File: config.mk
export PLATFORM = sky130hd
export DESIGN_NAME = level_classifier_pipe
export DESIGN_NICKNAME = d
export VERILOG_FILES = /design/src/rtl/level_classifier_pkg.sv /design/src/rtl/level_lane_classify.sv /design/src/rtl/level_classifier_pipe.sv
export SDC_FILE = /design/constraint.sdc
export NUM_CORES = 1
export LEC_CHECK = 0
export CORE_ASPECT_RATIO = 0.6
export CORE_UTILIZATION = 30
export DETAILED_ROUTE_END_ITERATION = 16
export PLACE_DENSITY = 0.51
export SLEW_MARGIN = 5
export SYNTH_ARGS = -nofsm -noshare
export SYNTH_HDL_FRONTEND = slang
export SYNTH_HIERARCHICAL = 1
export SYNTH_SLANG_ARGS = --single-unit
File: constraint.sdc
create_clock -name clk -period 9.5 [get_ports clk]
set_input_delay 1.9 -clock clk [delete_from_list [all_inputs] [get_ports clk]]
set_output_delay 1.9 -clock clk [all_outputs]
set_load 0.02 [all_outputs]
File: src/rtl/level_classifier_pkg.sv
// Shared types for the multi-lane CABAC level classifier: lane case encoding,
// the minimum effective base level and a per-lane result record.
package level_classifier_pkg;

    typedef enum logic [1:0] {
        ZERO     = 2'd0,
        ONE      = 2'd1,
        TWO      = 2'd2,
        BASEPLUS = 2'd3
    } lvl_case_e;

    localparam int MIN_BASE_LEVEL = 3;
    localparam int SYM_W          = 16;

    typedef struct packed {
        lvl_case_e        lvl_case;
        logic [SYM_W-1:0] sym;
    } lane_s;

endpackage

File: src/rtl/level_lane_classify.sv
// Combinational single-lane classifier: maps one absolute level to its case
// and remainder symbol against the clamped base level.
module level_lane_classify
    import level_classifier_pkg::*;
#(
    parameter int ABS_W  = 16,
    parameter int BASE_W = 8
) (
    input  logic [ABS_W-1:0]  level,
    input  logic [BASE_W-1:0] base,
    input  logic              en,
    output lvl_case_e         lvl_case,
    output logic [ABS_W-1:0]  sym
);

    localparam int W = (ABS_W > BASE_W) ? ABS_W : BASE_W;

    logic [W-1:0] level_x;
    logic [W-1:0] eb_x;

    // A base below MIN_BASE_LEVEL is clamped up, so level 2 is always TWO.
    always_comb begin
        level_x  = W'(level);
        eb_x     = (base < BASE_W'(MIN_BASE_LEVEL)) ? W'(MIN_BASE_LEVEL) : W'(base);
        lvl_case = ZERO;
        sym      = '0;
        if (en) begin
            if (level == '0) begin
                lvl_case = ZERO;
            end else if (level == ABS_W'(1)) begin
                lvl_case = ONE;
            end else if (level_x >= eb_x) begin
                lvl_case = BASEPLUS;
                sym      = ABS_W'(level_x - eb_x);
            end else begin
                lvl_case = TWO;
                sym      = level - ABS_W'(2);
            end
        end
    end

endmodule

File: src/rtl/level_classifier_pipe.sv
// Two-stage globally stalled level classifier with Rice prefix/suffix split.
// Define LVLCLS_STATS_EN to add per-case saturating lane counters.
module level_classifier_pipe
    import level_classifier_pkg::*;
#(
    parameter int LANES  = 4,
    parameter int ABS_W  = 16,
    parameter int BASE_W = 8,
    parameter int PFX_W  = 5
) (
    input  logic                   clk,
    input  logic                   rst,
    input  logic                   in_valid,
    output logic                   in_ready,
    input  logic [LANES*ABS_W-1:0] in_abs,
    input  logic [LANES-1:0]       in_lane_en,
    input  logic [BASE_W-1:0]      in_base,
    input  logic [2:0]             in_rice,
    input  logic                   in_last,
    output logic                   out_valid,
    input  logic                   out_ready,
    output logic [LANES*2-1:0]     out_case,
    output logic [LANES*ABS_W-1:0] out_sym,
    output logic [LANES*PFX_W-1:0] out_prefix,
    output logic [LANES*ABS_W-1:0] out_suffix,
    output logic [LANES-1:0]       out_escape,
    output logic                   out_last
`ifdef LVLCLS_STATS_EN
    ,
    input  logic                   stats_clr,
    output logic [31:0]            cnt_zero,
    output logic [31:0]            cnt_one,
    output logic [31:0]            cnt_two,
    output logic [31:0]            cnt_base
`endif
);

    localparam int PREFIX_MAX = (1 << PFX_W) - 1;

    logic adv;

    lvl_case_e        c1_case [LANES];
    logic [ABS_W-1:0] c1_sym  [LANES];

    logic             s1_valid;
    lvl_case_e        s1_case [LANES];
    logic [ABS_W-1:0] s1_sym  [LANES];
    logic [2:0]       s1_rice;
    logic             s1_last;
    logic [LANES-1:0] s1_en;

    logic [ABS_W-1:0] c2_shift  [LANES];
    logic [PFX_W-1:0] c2_prefix [LANES];
    logic [ABS_W-1:0] c2_suffix [LANES];
    logic [LANES-1:0] c2_escape;

    // Whole pipeline moves together whenever the output slot is free.
    assign adv      = !out_valid || out_ready;
    assign in_ready = adv && !rst;

    for (genvar l = 0; l < LANES; l++) begin : g_lane
        level_lane_classify #(
            .ABS_W  (ABS_W),
            .BASE_W (BASE_W)
        ) u_classify (
            .level    (in_abs[l*ABS_W +: ABS_W]),
            .base     (in_base),
            .en       (in_lane_en[l]),
            .lvl_case (c1_case[l]),
            .sym      (c1_sym[l])
        );
    end

    always_ff @(posedge clk) begin
        if (rst) begin
            s1_valid <= 1'b0;
            s1_rice  <= '0;
            s1_last  <= 1'b0;
            s1_en    <= '0;
            for (int l = 0; l < LANES; l++) begin
                s1_case[l] <= ZERO;
                s1_sym[l]  <= '0;
            end
        end else if (adv) begin
            s1_valid <= in_valid;
            s1_rice  <= in_rice;
            s1_last  <= in_last;
            s1_en    <= in_lane_en;
            for (int l = 0; l < LANES; l++) begin
                s1_case[l] <= c1_case[l];
                s1_sym[l]  <= c1_sym[l];
            end
        end
    end

    // Suffix uses the full symbol even when the prefix saturates to escape.
    always_comb begin
        c2_escape = '0;
        for (int l = 0; l < LANES; l++) begin
            c2_shift[l]  = s1_sym[l] >> s1_rice;
            c2_prefix[l] = '0;
            c2_suffix[l] = '0;
            if (s1_en[l]) begin
                c2_suffix[l] = s1_sym[l] & ~({ABS_W{1'b1}} << s1_rice);
                if (c2_shift[l] > ABS_W'(PREFIX_MAX)) begin
                    c2_prefix[l] = PFX_W'(PREFIX_MAX);
                    c2_escape[l] = 1'b1;
                end else begin
                    c2_prefix[l] = PFX_W'(c2_shift[l]);
                end
            end
        end
    end

    always_ff @(posedge clk) begin
        if (rst) begin
            out_valid  <= 1'b0;
            out_case   <= '0;
            out_sym    <= '0;
            out_prefix <= '0;
            out_suffix <= '0;
            out_escape <= '0;
            out_last   <= 1'b0;
        end else if (adv) begin
            out_valid  <= s1_valid;
            out_last   <= s1_last;
            out_escape <= c2_escape;
            for (int l = 0; l < LANES; l++) begin
                out_case[2*l +: 2]           <= s1_case[l];
                out_sym[l*ABS_W +: ABS_W]    <= s1_sym[l];
                out_prefix[l*PFX_W +: PFX_W] <= c2_prefix[l];
                out_suffix[l*ABS_W +: ABS_W] <= c2_suffix[l];
            end
        end
    end

`ifdef LVLCLS_STATS_EN
    localparam int CW = $clog2(LANES + 1);

    logic [LANES-1:0] out_en;
    logic [CW-1:0]    stat_inc [4];

    function automatic logic [31:0] sat_add(input logic [31:0] c, input logic [CW-1:0] d);
        logic [32:0] s;
        s = {1'b0, c} + 33'(d);
        return s[32] ? 32'hFFFF_FFFF : s[31:0];
    endfunction

    always_ff @(posedge clk) begin
        if (rst) begin
            out_en <= '0;
        end else if (adv) begin
            out_en <= s1_en;
        end
    end

    // Disabled lanes also read ZERO, so only enabled lanes are counted.
    always_comb begin
        for (int k = 0; k < 4; k++) begin
            stat_inc[k] = '0;
        end
        for (int l = 0; l < LANES; l++) begin
            if (out_en[l]) begin
                stat_inc[out_case[2*l +: 2]] = stat_inc[out_case[2*l +: 2]] + CW'(1);
            end
        end
    end

    always_ff @(posedge clk) begin
        if (rst || stats_clr) begin
            cnt_zero <= '0;
            cnt_one  <= '0;
            cnt_two  <= '0;
            cnt_base <= '0;
        end else if (out_valid && out_ready) begin
            cnt_zero <= sat_add(cnt_zero, stat_inc[0]);
            cnt_one  <= sat_add(cnt_one,  stat_inc[1]);
            cnt_two  <= sat_add(cnt_two,  stat_inc[2]);
            cnt_base <= sat_add(cnt_base, stat_inc[3]);
        end
    end
`endif

endmodule

* After elaboration in Yosys (flattened, before gate mapping)
Memory sizes are Yosys's and may differ from the RTL's. A register that Yosys moved wholly into a read port is not among the register bits.
Cells that the tools add are included.
** Storage, ports and cells
- Flip-flop bits (word level) :: 163
- Memory bits (writable) :: 72
- Input bits :: 84
- Output and inout port bits :: 163
- Word-level logic and storage cells :: 125
- Memories kept :: 2
** Cells by class
- Add/sub/neg operators :: 8
- Order comparisons :: 9
- Equal/unequal tests :: 4
- Shift-type cells :: 5
- Mux-type cells :: 66
- Bitwise operators :: 13
- Reduce and logical (&&, ||, !) cells :: 8
** Memory list
- s1_sym :: words 4, bits a word 16, rd ports 4, clocked after Yosys merged registers in 0, wr ports 4, RTL line level_classifier_pipe.sv:47 : logic [ABS_W-1:0] s1_sym [LANES];
- s1_case :: words 4, bits a word 2, rd ports 4, clocked after Yosys merged registers in 4, wr ports 4, RTL line level_classifier_pipe.sv:46 : lvl_case_e s1_case [LANES];
** Operators with widths (count)
- $mux W16 :: 24
- $and A16 B16 Y16 :: 4
- $eq A16 B1 Y1 const B :: 4
- $gt A16 B5 Y1 const B :: 4
- $logic_not A16 Y1 :: 4
- $shr A16 B3 Y16 :: 4
- $sub A16 B2 Y16 const B :: 4
- $mux W5 :: 8
- $ge A16 B16 Y1 :: 2
- $ge A16 B8 Y1 :: 2
- $mux W2 :: 16
- $sub A16 B16 Y16 :: 2
- $sub A16 B8 Y16 :: 2
- $mux W1 :: 17
- $not A16 Y16 :: 1
- $shl A16 B3 Y16 const A :: 1
- $lt A8 B2 Y1 const B :: 1
- $mux W8 :: 1
- $or A1 B1 Y1 :: 8
- $logic_not A1 Y1 :: 2
- $logic_and A1 B1 Y1 :: 1
- $logic_or A1 B1 Y1 :: 1

* Logic depth before layout (Yosys ltp)
Gate-level depths: netlist of run 1.
- Depth after elaboration :: 8
- Mapped depth :: 14
- Mapped depth without buffers :: 12

* Hierarchy
Netlist of run 1, hierarchy kept.
** By module, submodules not included
- level_classifier_pipe :: instances 1, cells an instance 658, area each 8425.6 um2, seq. area each 4864.7 um2
- level_lane_classify (g_lane[1].u_classify) :: instances 1, cells an instance 139, area each 962.2 um2, seq. area each 0.0 um2
- level_lane_classify (g_lane[2].u_classify) :: instances 1, cells an instance 137, area each 949.7 um2, seq. area each 0.0 um2
- level_lane_classify (g_lane[0].u_classify) :: instances 1, cells an instance 139, area each 947.2 um2, seq. area each 0.0 um2
- level_lane_classify (g_lane[3].u_classify) :: instances 1, cells an instance 134, area each 907.1 um2, seq. area each 0.0 um2

* Least setup slack after synthesis of run 1
No wires, ideal clock.
- Kind :: input to output
- Start :: in out_ready
- End :: out in_ready
- Arrival :: 3.079 ns
- Required time :: 7.600 ns
- Slack :: 4.521 ns
- Stages :: 5
- Path buffers :: 3
- Cells stage by stage :: nand2b_1 -> nor2b_1 -> clkbuf_1 -> clkbuf_1 -> clkbuf_1
** On the way
- Longest elaborated chain between the ends :: 2
** RTL lines
- start, declared :: RTL line level_classifier_pipe.sv:21 : input logic out_ready,
- $logic_or A1 B1 Y1 :: RTL line level_classifier_pipe.sv:58 : assign adv = !out_valid || out_ready;
- $logic_and A1 B1 Y1 :: RTL line level_classifier_pipe.sv:59 : assign in_ready = adv && !rst;
- end, declared :: RTL line level_classifier_pipe.sv:14 : output logic in_ready,
Every way passes these cells.

* Final worst setup path of run 1
Same ends and word-level chain as after synthesis.

==> summary.md, run 1 <==
| Metric | Value |
|---|---|
| Worst flop-to-flop path startpoint | `s1_rice[1]$_SDFFE_PP0P_` |
| Skew final | `0.0259 ns` |
| Starting Density | `0.309` |
| RSZ-0062 raised after global routing | `false` |
| WP buf/inv | `3` |
| Core Region | `39500 sq um` |
| Most Frequent Cell on Critical Path | `clkdlybuf4s50_1` |
| HP Start | `out_prefix[12]$_SDFFE_PP0P_` |
| Initial antenna violation count | `0` |
| Post-synth EDFFs | `72` |
| Clock Tree Buf Depth | `3` |
| Post-Syn Area per Cell | `10.1 sq um` |
| Pint | `1.73 mW` |
| Register Area | `4870 sq um` |
| Clk Latency, worst-skew pair | `0.54 ns` |
| Post-route ant nets | `0` |
| Critical path's top delay family | `buffers and inverters` |
| Most numerous cell in the Yosys netlist | `dfxtp_1` |
| Worst setup SP type | `input pin` |
| Pwr dens | `160 nW/um^2` |
| Logic pwr share | `0.204` |
| Worst setup path class | `input pin to primary output` |
| Clock power share | `0.376` |
| DRC viols | `0` |
| Layout cells sized above 1 | `0.0978` |
| Yosys cell types | `80` |
| Met3 Use GR | `0.0305` |
| Net Sw Frac | `0.293` |
| First-pass GRT wire length | `60100 um` |
| Num rows | `56` |
| Crit path cell chain | `clkdlybuf4s50_1 -> nand2b_1 -> nor2b_4 -> buf_4 -> clkdlybuf4s50_1` |
| Cts hold-fix bufs | `0` |
| Worst-path clk slew | `0.06 ns` |
| Initial detailed-routing violation count | `812` |
| Post-layout util | `0.389` |
| Ys flop type | `dfxtp_1` |
| Max VDD drop | `0.104 mV` |
| Seq pwr share | `0.421` |
| Routed vias/inst | `5.13` |
| Fillers | `3923` |
| Routed len/inst | `21.2 um` |
| H-tree levels | `1` |
| Drt pass-1 iters | `5` |
| Crit path max fanout | `72` |
| IO Port Bufs | `210` |
| Minimum clock period | `5.96 ns` |
| DRT Wirelength | `40700 um` |
| Post-DP HPWL | `30900 um` |
| NumNets Final | `1508` |
| Antenna diode count | `0` |
| Top-area cell type share of the netlist area | `0.222` |
| P_leak | `5.87 nW` |
| Tot Pwr | `2.45 mW` |
| Multi-input logic area | `6710 sq um` |
| Post-CTS Setup Bufs | `0` |
| Top Usage Layer GRT | `met1` |
| Largest net degree at the start of global routing | `95` |
| Gates resized, CTS repair | `0` |
| Worst EP required | `7.60 ns` |
| Status | `finished, final reports clean` |
| Area leader, netlist | `dfxtp_1` |
| Seq cells post-synth | `207` |
| Crit path capture type | `primary output` |
| Commonest cells post-synth | `dfxtp_1, nor2_1, nand2_1` |
| Synth top area cells | `dfxtp_1, edfxtp_1, mux4_2` |
| Slew Limit Fails | `0` |
| Number of global-route vias before repair | `9002` |
| Worst slew margin | `0.285` |
| Fin crit share | `0.628` |
| HP Class | `flop to flop` |
| Mapped Cells | `1207` |
| TritonCTS clock tree | `done` |
| CP max-delay cell | `clkdlybuf4s50_1` |
| Max Cap Viol | `0` |
| Met1 Use GR | `0.306` |
| Gr ovfl total | `0` |
| Top Ports | `247` |
| Met2 Use GR | `0.266` |
| Die area | `41500 sq um` |
| Worst-margin pin slew | `1.07 ns` |
| Clock root cell | `clkbuf_16` |
| Final Hold Viols | `0` |
| Total track usage | `0.191` |
| Post-route setup TNS | `0 ns` |
| Arr. time, crit path | `4.06 ns` |
| Height of the die | `158 um` |
| Area growth syn-to-layout | `26.0%` |
| Synth Warn # | `6` |
| GP Congestion | `0.891` |
| Switching pwr | `0.718 mW` |
| Crit-path max cell delay | `0.74 ns` |
| Crit path from | `out_ready` |
| CTS buffer count | `23` |
| Final setup fails | `0` |
| Seq/Total Area, Yosys | `0.399` |
| Vias | `9873` |
| Max Freq | `0.168 GHz` |
| Die width | `262 um` |
| Clock sinks | `207` |
| Ys async rst share | `0` |
| Synth Cell Area | `12200 sq um` |
==> routing by layer <==
layer	part of all wire	vias up
met3	0.052	31
met5	0	-
met2	0.41	276
met4	0.011	0
met1	0.53	4753
li1	-	4813
==> power groups by stage <==
stage                     Sequential (mW)  Combinational (mW)  Clock, mW
final                                1.03               0.499      0.920
after global routing                 1.04               0.540      0.982
after CTS                            1.03               0.497      0.944
after detailed placement             1.05               0.495          0
after global placement               1.05               0.493          0
after floorplan                      1.05               0.303          0
==> stage by stage <==
stage	hold slack, ns	setup WS, ns	instances	cell area [sq um]
after global placement	0.424	3.52	1881	14600
after global routing	0.460	3.38	1923	15400
final	0.437	3.54	1923	15400
after CTS	0.440	3.50	1923	15400
after floorplan	0.420	4.52	1242	12300
after detailed placement	0.432	3.51	1881	14600
==> state kept, by name, summed over array words and instances, names as in the netlist <==
register    count
out_last        1
s1_case         8
s1_last         1
out_escape      4
out_suffix     28
out_case        8
out_prefix     20
out_sym        64
out_valid       1
s1_valid        1
s1_en           4
s1_rice         3
s1_sym         64
==> layout by cell type (no fill, tap or decap), types with 11 or more instances in the layout <==
| cell | n |
|---|---|
| clkdlybuf4s50_1 | 210 |
| dfxtp_1 | 133 |
| nand2_1 | 82 |
| nor2_1 | 82 |
| a22o_1 | 80 |
| and2_1 | 79 |
| edfxtp_1 | 72 |
| inv_1 | 50 |
| a21oi_1 | 40 |
| conb_1 | 36 |
| ha_1 | 36 |
| mux4_2 | 33 |
| xnor2_1 | 32 |
| nor3_1 | 27 |
| a32o_1 | 26 |
| a211oi_1 | 25 |
| clkbuf_16 | 24 |
| o21ai_0 | 22 |
| nand2b_1 | 21 |
| or3_1 | 19 |
| nor4_1 | 19 |
| xor2_1 | 16 |
| mux2i_1 | 13 |
| o221ai_1 | 13 |
| o21a_1 | 11 |
==> kinds of logic (layout without fill, tap and decap cells) <==
logic type,Yosys count,after routing,synth area share
AO/OA/AOI/OAI,300,300,0.195
XOR/XNOR,48,48,0.0345
buffers and inverters,152,311,0.0625
flip-flops,207,207,0.399
other,1,36,0.000308
adder cells (fa/ha/maj),40,40,0.0435
multiplexers,49,49,0.0744
AND/OR/NAND/NOR,410,410,0.191
==> worst reg2reg max path: stages, from the launching register on <==
cell	delay, ns
dfxtp_2	0.71
buf_4	0.44
nand2_1	0.39
a21oi_1	0.52
nand3_1	0.24
o221ai_1	0.48
nand2_1	0.10
==> path summary, 6_finish.rpt <==
path                                                     to  slack, ns  cells after the start
worst max-delay path                               in_ready       3.54                      5
worst min register to register  out_prefix[12]$_SDFFE_PP0P_       0.44                      2
worst min-delay path            out_prefix[12]$_SDFFE_PP0P_       0.44                      2
worst max register to register  out_prefix[12]$_SDFFE_PP0P_       6.50                      6
==> area by class of cell <==
type / instances / area share
Tap cell: 522 / 0.0425
Inverter: 51 / 0.0125
Multi-Input combinational cell: 883 / 0.437
Timing Repair Buffer: 218 / 0.141
Clock inverter: 12 / 0.00782
Clock buffer: 30 / 0.0425
Sequential cell: 207 / 0.317
(Power assumes the default switching activity.)
==> run 2: changes to the inputs <==
==> constraint.sdc (replaced) <==
create_clock -name clk -period 5.6 [get_ports clk]
set_input_delay 1.12 -clock clk [delete_from_list [all_inputs] [get_ports clk]]
set_output_delay 1.12 -clock clk [all_outputs]
set_load 0.02 [all_outputs]
==> run 2 against run 1 <==
  * Count of clock-buffer cells in the layout is 4 higher
  * Clock power is 78% higher
  * Highest routed layer unchanged
  * Non-clock buffer count is 4 higher
  * Utilization is 0.21 points higher
  * Sequential share of layout area is 0.17 points lower
  * Via count is 1.3% higher
  * Register-to-register slack worse by 3.9 ns
  * Routed wire length is 0.12% higher
  * Largest cell class unchanged
  * Final cell count is 0.26% higher
==> summary.md, run 2 (synthesis gave the netlist of run 1 again) <==
| Metric | Value |
|---|---|
| Status | `finished, final reports clean` |
| GP Congestion | `0.898 (+0.77%)` |
| Clock Tree Buf Depth | `3 (unchanged)` |
| Skew final | `0.0102 ns (-0.0157 ns)` |
| Final Hold Viols | `0 (unchanged)` |
| Worst-path clk slew | `0.06 ns (about the same)` |
| RSZ-0062 raised after global routing | `false` |
| Clock root cell | `clkbuf_16` |
| Gr ovfl total | `0 (unchanged)` |
| Gates resized, CTS repair | `0 (unchanged)` |
| CP max-delay cell | `clkdlybuf4s50_1` |
| DRT Wirelength | `40800 um (+0.12%)` |
| Post-layout util | `0.391 (+0.00212)` |
| Crit path capture type | `flop` |
| Most frequent cells in the layout | `clkdlybuf4s50_1, dfxtp_1, nand2_1, nor2_1, a22o_1` |
| First-pass GRT wire length | `60700 um (+1.1%)` |
| Die area | `41500 sq um (unchanged)` |
| H-tree levels | `1 (unchanged)` |
| Die width | `262 um (unchanged)` |
| Biggest regs | `out_sym x64, s1_sym x64, out_suffix x28` |
| Starting Density | `0.309 (unchanged)` |
| Crit-path max cell delay | `0.64 ns (-0.10 ns)` |
| Slew Limit Fails | `0 (unchanged)` |
| WP depth | `13 (+8)` |
| Worst-margin pin slew | `0.888 ns (-0.184 ns)` |
| Final Non-Filler Cells | `1928 (+0.26%)` |
| Clock sinks | `207 (unchanged)` |
| P_leak | `5.91 nW (+0.68%)` |
| Hold depth | `2 (unchanged)` |
| Post-route ant nets | `0 (unchanged)` |
| Crit path max fanout | `11 (-85%)` |
| Max Cap Viol | `0 (unchanged)` |
| Minimum clock period | `4.29 ns` |
| Routed len/inst | `21.1 um (-0.14%)` |
| Fillers | `3953 (+0.76%)` |
| Top Ports | `247 (unchanged)` |
| Arr. time, crit path | `4.67 ns (+0.61 ns)` |
| Pwr dens | `274 nW/um^2 (+72%)` |
| Commonest non-fill, non-tap cell in the layout | `clkdlybuf4s50_1` |
| Initial antenna violation count | `0 (unchanged)` |
| R2R depth | `6 (unchanged)` |
| Tot Pwr | `4.23 mW (+73%)` |
| Crit path cell chain | `clkdlybuf4s50_1 -> nor2_1 -> a31o_2 -> ha_1 -> inv_1 -> fa_1 -> nand3_1 -> a21oi_1 -> or3_1 -> or2_1 -> o211a_4 -> a2111oi_4 -> and2_1` |
| HP Start | `out_prefix[3]$_SDFFE_PP0P_` |
| Worst setup path class | `input pin to flop` |
| HP Class | `flop to flop` |
| Number of global-route vias before repair | `9278 (+3.1%)` |
| Cts hold-fix bufs | `0 (unchanged)` |
| Clk Latency, worst-skew pair | `0.52 ns (-0.02 ns)` |
| NumNets Final | `1512 (+0.27%)` |
| Initial detailed-routing violation count | `739 (-9.0%)` |
| Area after DPL | `14600 sq um (+0.29%)` |
| Area growth syn-to-layout | `26.7%` |
| IO Port Bufs | `210 (unchanged)` |
| Final setup fails | `0 (unchanged)` |
| Total track usage | `0.192 (+0.00107)` |
| Inst Count DP | `1885 (+0.21%)` |
| Num rows | `56 (unchanged)` |
| Worst flop-to-flop path startpoint | `s1_rice[0]$_SDFFE_PP0P_` |
| Post-route setup TNS | `0 ns (unchanged)` |
| Vias | `9998 (+1.3%)` |
| Critical path's top delay family | `simple AND/OR/NAND/NOR gates` |
| Post-CTS Setup Bufs | `0 (unchanged)` |
| Drt pass-1 iters | `6 (+1)` |
| Multi-input logic area | `6710 sq um (unchanged)` |
| Crit path from | `in_base[2]` |
| Worst slew margin | `0.408 (+0.123)` |
| DRC viols | `0 (unchanged)` |
| Core Region | `39500 sq um (unchanged)` |
| Post-route design area | `15400 sq um (+0.55%)` |
| Max VDD drop | `0.188 mV (+81%)` |
| Height of the die | `158 um (unchanged)` |
| Fin crit share | `0.766` |
| Post-DP HPWL | `31100 um (+0.60%)` |
| Largest net degree at the start of global routing | `165 (+74%)` |
| Worst EP required | `5.99 ns (-1.61 ns)` |
| Worst setup SP type | `input pin` |
| TritonCTS clock tree | `done` |
| Register Area | `4870 sq um (unchanged)` |
| Max Freq | `0.233 GHz` |
| Layout cells sized above 1 | `0.0982 (+0.000433)` |
| WP buf/inv | `2 (-1)` |
| CTS buffer count | `23 (unchanged)` |
| Routed vias/inst | `5.19 (+1.0%)` |
-- run 2: cell count changes in the layout (fill, tap and decap cells not counted), sizes merged --
cell and change:
inv -1, bufinv +2, clkinvlp -1, clkbuf +4, buf +4, diode +1, clkinv -4
-- run 2: layout make-up --
type                            instances  share of cell area
Sequential cell                       207               0.315
Timing Repair Buffer                  222               0.143
Tap cell                              522              0.0423
Clock buffer                           34              0.0433
Clock inverter                          8             0.00932
Antenna cell                            1            0.000162
Inverter                               51              0.0124
Multi-Input combinational cell        883               0.435
-- run 2: through the flow --
stage	setup slack [ns]	hold WS, ns
after floorplan	1.93	0.420
after global placement	0.890	0.426
after detailed placement	0.826	0.431
after CTS	1.36	0.440
after global routing	1.13	0.449
final	1.31	0.434
-- run 2: final timing paths --
check	to	slack, ns
hold / removal	out_prefix[3]$_SDFFE_PP0P_	0.43
setup / recovery	s1_sym[1][6]$_SDFFCE_PN0P_	1.31
hold reg to reg	out_prefix[3]$_SDFFE_PP0P_	0.43
setup reg to reg	out_prefix[3]$_SDFFE_PP0P_	2.60
-- run 2: power by group --
part	leakage (nW)	internal, mW	switching (mW)
sequential	1.95	1.65	0.106
clock	0.398	1.01	0.625
combinational	3.56	0.376	0.467
-- run 2: worst min-delay path, stage by stage (launching register included) --
cell     delay [ns]
dfxtp_1        0.31
nand2_1        0.05
nand2_1        0.04
-- run 2: routing by layer --
layer,part of all wire,GRT usage,up-vias
li1,-,-,4829
met1,0.53,0.305,4827
met2,0.41,0.271,312
met3,0.055,0.0275,30
met4,0.011,0.0269,0
met5,0,0,-
